===== config.mk =====
export PLATFORM = sky130hd
export DESIGN_NAME = scroll_hop
export DESIGN_NICKNAME = d
export VERILOG_FILES = /design/src/rtl/scroll_hop.sv
export SDC_FILE = /design/constraint.sdc
export NUM_CORES = 1
export LEC_CHECK = 0
export ABC_AREA = 1
export CORE_AREA = 2 2 86 88
export CTS_CLUSTER_SIZE = 24
export DETAILED_ROUTE_END_ITERATION = 7
export DIE_AREA = 0 0 88 90
export SETUP_SLACK_MARGIN = 0.1
export SYNTH_ARGS = -nofsm -noshare
export SYNTH_HDL_FRONTEND = slang
export SYNTH_SLANG_ARGS = --single-unit

===== constraint.sdc =====
create_clock -name clk -period 3.3 [get_ports clk]
set_input_delay 0.66 -clock clk [delete_from_list [all_inputs] [get_ports clk]]
set_output_delay 0.66 -clock clk [all_outputs]
set_load 0.05 [all_outputs]

===== src/rtl/scroll_hop.sv =====
// Obstacle vertical scroller: a debounced push-button starts a hop of HOP_DIST pixels in HOP_STEP
// increments, one per frame. Define SCROLL_HOP_QUEUE_EN to remember one press made during a hop or cooldown.
module scroll_hop #(
  parameter int SCREEN_HEIGHT   = 480,
  parameter int HOP_DIST        = 30,
  parameter int HOP_STEP        = 5,
  parameter int DEBOUNCE_FRAMES = 4,
  parameter int COOL_FRAMES     = 2,
  parameter int Y_START         = 0
) (
  input  logic       clk,
  input  logic       reset,
  input  logic       move_btn,
  input  logic       frame_tick,
  output logic [9:0] y_pos,
  output logic       hopping,
  output logic [7:0] hop_count,
  output logic [1:0] state_dbg
);

  localparam int STEPS = HOP_DIST / HOP_STEP;

  typedef enum logic [1:0] {
    IDLE     = 2'd0,
    HOP      = 2'd1,
    COOLDOWN = 2'd2
  } state_t;

  state_t      state;
  logic [1:0]  sync_q;
  logic        db_level;
  logic [3:0]  db_cnt;
  logic [3:0]  cool_cnt;
  logic [7:0]  step_cnt;
  logic        db_differs;
  logic        db_flip;
  logic        press;
  logic        take_queued;
  logic [10:0] y_sum;
  logic [9:0]  y_next;

  assign state_dbg = state;

  // The press pulse fires in the same clk as the frame sample that flips the debounced level high.
  assign db_differs = (sync_q[1] != db_level);
  assign db_flip    = frame_tick && db_differs && (db_cnt == 4'(DEBOUNCE_FRAMES - 1));
  assign press      = db_flip && sync_q[1];

  assign y_sum  = {1'b0, y_pos} + 11'(HOP_STEP);
  assign y_next = (y_sum >= 11'(SCREEN_HEIGHT)) ? 10'(y_sum - 11'(SCREEN_HEIGHT)) : y_sum[9:0];

`ifdef SCROLL_HOP_QUEUE_EN
  logic pending;
  // A press landing on the last cooldown tick counts as pending for that same tick.
  assign take_queued = pending || press;
`else
  assign take_queued = 1'b0;
`endif

  always_ff @(posedge clk or negedge reset) begin
    if (!reset) begin
      sync_q   <= 2'b00;
      db_level <= 1'b0;
      db_cnt   <= 4'd0;
    end else begin
      sync_q <= {sync_q[0], move_btn};
      if (frame_tick) begin
        if (!db_differs) begin
          db_cnt <= 4'd0;
        end else if (db_flip) begin
          db_level <= ~db_level;
          db_cnt   <= 4'd0;
        end else begin
          db_cnt <= db_cnt + 4'd1;
        end
      end
    end
  end

  always_ff @(posedge clk or negedge reset) begin
    if (!reset) begin
      state     <= IDLE;
      y_pos     <= 10'(Y_START);
      hopping   <= 1'b0;
      hop_count <= 8'd0;
      step_cnt  <= 8'd0;
      cool_cnt  <= 4'd0;
`ifdef SCROLL_HOP_QUEUE_EN
      pending   <= 1'b0;
`endif
    end else begin
      unique case (state)
        IDLE: begin
          if (press) begin
            state    <= HOP;
            hopping  <= 1'b1;
            step_cnt <= 8'd0;
            if (hop_count != 8'hFF) hop_count <= hop_count + 8'd1;
          end
        end
        HOP: begin
`ifdef SCROLL_HOP_QUEUE_EN
          if (press) pending <= 1'b1;
`endif
          if (frame_tick) begin
            y_pos <= y_next;
            if (step_cnt == 8'(STEPS - 1)) begin
              state    <= COOLDOWN;
              hopping  <= 1'b0;
              cool_cnt <= 4'd0;
            end else begin
              step_cnt <= step_cnt + 8'd1;
            end
          end
        end
        COOLDOWN: begin
`ifdef SCROLL_HOP_QUEUE_EN
          if (press) pending <= 1'b1;
`endif
          if (frame_tick) begin
            if (cool_cnt == 4'(COOL_FRAMES - 1)) begin
              cool_cnt <= 4'd0;
              if (take_queued) begin
                state    <= HOP;
                hopping  <= 1'b1;
                step_cnt <= 8'd0;
                if (hop_count != 8'hFF) hop_count <= hop_count + 8'd1;
`ifdef SCROLL_HOP_QUEUE_EN
                pending  <= 1'b0;
`endif
              end else begin
                state <= IDLE;
              end
            end else begin
              cool_cnt <= cool_cnt + 4'd1;
            end
          end
        end
        default: state <= IDLE;
      endcase
    end
  end

endmodule


==> results.md <==
- Outcome: complete, no violations
- Layout Utilization: 40.2%
- CTS tree: yes
- Worst-Skew Late Latency: between 200 and 300 ps
- Cell row count: 31
- Synth cell types: 31
- Total clock sinks: 40
- Worst reg2reg path depth: 14
- Fin Setup TNS: 0 ps
- Synth top area cells: dfrtp_1 42%, nand2_1 11%, nand3_1 4.8%
- Routed WL: 4490 um
- Vias in the first global route: 1907
- Setup crit end: y_pos[5]
- Relative slew margins: 41.7%
- DP Wirelength: approximately 3500 um
- CTS root buffer: clkbuf_8
- RSZ-0062 raised after global routing: false
- Total CTS buffers: 5
- Initial Util: 34.0%
- HP Class: flop to flop
- Core area: 7020 um2
- Final Setup Violations: 0
- Share of the synthesized area in the top cell type: 42.0%
- Yosys Warn Count: 0
- Maximum number of pins on one net before global-route repair: 41
- Cts repair resizes: 0
- Peak VDD IR: 245 uV
- Nets: 336
- Least-Margin Pin Slew: 874 ps
- # IOs: 25
- Worst path top cell family by delay: buffers and inverters
- FF-to-FF Start: y_pos[0]
- Fin Hold WS: 357 ps
- H-Tree Depth: 2
- Initial antenna violation count: 0
- Filler cells: 747
- Static leakage: 1.29 nW
- EDFF count, synth: 0
- Worst path max stage delay: 850 ps
- Most numerous cell in the Yosys netlist: nand2_1
- Share of cells above drive strength 1: 16.1%
- Number of antenna cells inserted: 0
- WP depth: 1
- Critical Path RT: 2640 ps
- Syn-to-layout area delta: 18.4%
- Gpl congestion: 0.829
- Via count: ~1900
- Dominant cell type by area after synthesis: dfrtp_1
- CTS clk-pin slew, worst paths: 70 ps
- Vias per std cell: between 4 and 5
- Die area: 7920 um2
- First-pass GRT wire length: 8420 um
- Die Width: 88 um
- CP Launch Type: flop
- Iter 0 DRT Violations: 63
- Clock skew: 7.47 ps
- Post-Syn Nets: 305
- Fin. Hold Viols: 0
- Ys async rst share: 100%
- Setup bufs post-CTS: 0
- Min Tclk post-route: 2270 ps
- Slew Limit Fails: 0
- WS Path Type: flop to output pin
- Final Cycle Share: around two thirds
- # port buffers: 24
- Sequential area share after synthesis: 42.0%
- Worst Path Buf+Inv: 1
- CTS Buffer Depth: 2
- Critical path startpoint: y_pos[5]
- Wirelength per Cell: 10.6 um
- Ys flop type: dfrtp_1
- CTS Hold Bufs: 0
- Drt drc: 0
- CP Cell Sequence: clkdlybuf4s50_1
- Pwr dens: 707 nW/um2
- Flops & latches, synth: 40
- Synthesized area: 2390 um2
- Total Routing Usage GR: 13.0%
- CP endpoint kind: output pin
- FF-to-FF setup slack: ~1300 ps
- Worst-path fanout max: 7
- Top achievable clock speed: 441 MHz
- DIE HEIGHT: 90 um
- Routed Antenna Nets: 0
- RR Endpoint: y_pos[7]
- CP arrival: 1610 ps
- # Max-Cap Violations: 0
- Most instantiated cells after synthesis: 71 x nand2_1, 40 x dfrtp_1, 29 x inv_1
- Grt ovf: 0
- Slowest-stage cell, CP: clkdlybuf4s50_1
- Syn Inst Count: ~300
- Syn Area/Cell: approximately 8 um2
- Detailed Routing Iterations Pass 1: 4
## sequential cells by signal (all words and copies together), names as in the netlist
signal     count
state_dbg      2
db_cnt         4
sync_q         2
y_pos         10
db_level       1
hopping        1
step_cnt       8
cool_cnt       4
hop_count      8
## cell type report
| class | count | area [um2] | area share (%) |
|---|---|---|---|
| Tap cell | 99 | 124 | 4.38 |
| Clock inverter | 1 | 5.00 | 0.177 |
| Timing Repair Buffer | 25 | 243 | 8.59 |
| Multi-Input combinational cell | 211 | 1230 | 43.5 |
| Clock buffer | 6 | 72.6 | 2.57 |
| Sequential cell | 40 | 1000 | 35.4 |
| Inverter | 40 | 150 | 5.31 |
## worst min-delay path by stage
stage                   start        end  slack (ps)  depth (start not counted)
floorplan           sync_q[0]  sync_q[1]         330                          0
global placement    sync_q[0]  sync_q[1]         330                          0
detailed placement  sync_q[0]  sync_q[1]         340                          0
CTS                 sync_q[0]  sync_q[1]         360                          0
global route        sync_q[0]  sync_q[1]         360                          0
finish              sync_q[0]  sync_q[1]         360                          0
## cells in the final DEF (no fill, tap or decap), drive strengths merged, types with 6 or more instances in the layout
cell type	synthesis	layout
ha	9	9
clkbuf	0	6
o21ai	19	19
dfrtp	40	40
nor2	30	30
clkdlybuf4s50	0	23
nand3	27	27
xor2	11	11
nand2	85	85
inv	40	40
## per-layer routing
metal	vias up	GRT usage [%]	part of all wire [%]
met5	-	0	0
met4	0	2.69	0.67
met3	5	2.94	4.5
met2	31	21.0	45
met1	879	17.6	49
li1	1007	-	-
## power breakdown
group	total (mW)	leakage (nW)	internal [mW]	switching, mW
sequential	0.789	0.511	0.629	0.160
combinational	0.906	0.740	0.313	0.593
clock	0.302	0.0410	0.144	0.158
## metrics by stage
stage | cell area [um2] | cells | setup WS, ps | power, mW
after global placement | 2750 | 415 | 962 | 1.69
final | 2830 | 422 | 1030 | 2.00
after floorplan | 2390 | 292 | 1180 | 1.46
after global routing | 2830 | 422 | 966 | 2.19
after detailed placement | 2750 | 415 | 900 | 1.71
after CTS | 2830 | 422 | 1030 | 2.02
## cells by family after synthesis
kind of cell	after synthesis	share of synthesized area, %
AO/OA/AOI/OAI	33	7.71
XOR/XNOR	15	5.51
adder cells (fa/ha/maj)	9	4.72
buffers and inverters	41	6.50
flip-flops	40	42.0
multiplexers	1	0.420
AND/OR/NAND/NOR	153	33.2
(Power assumes the default switching activity.)
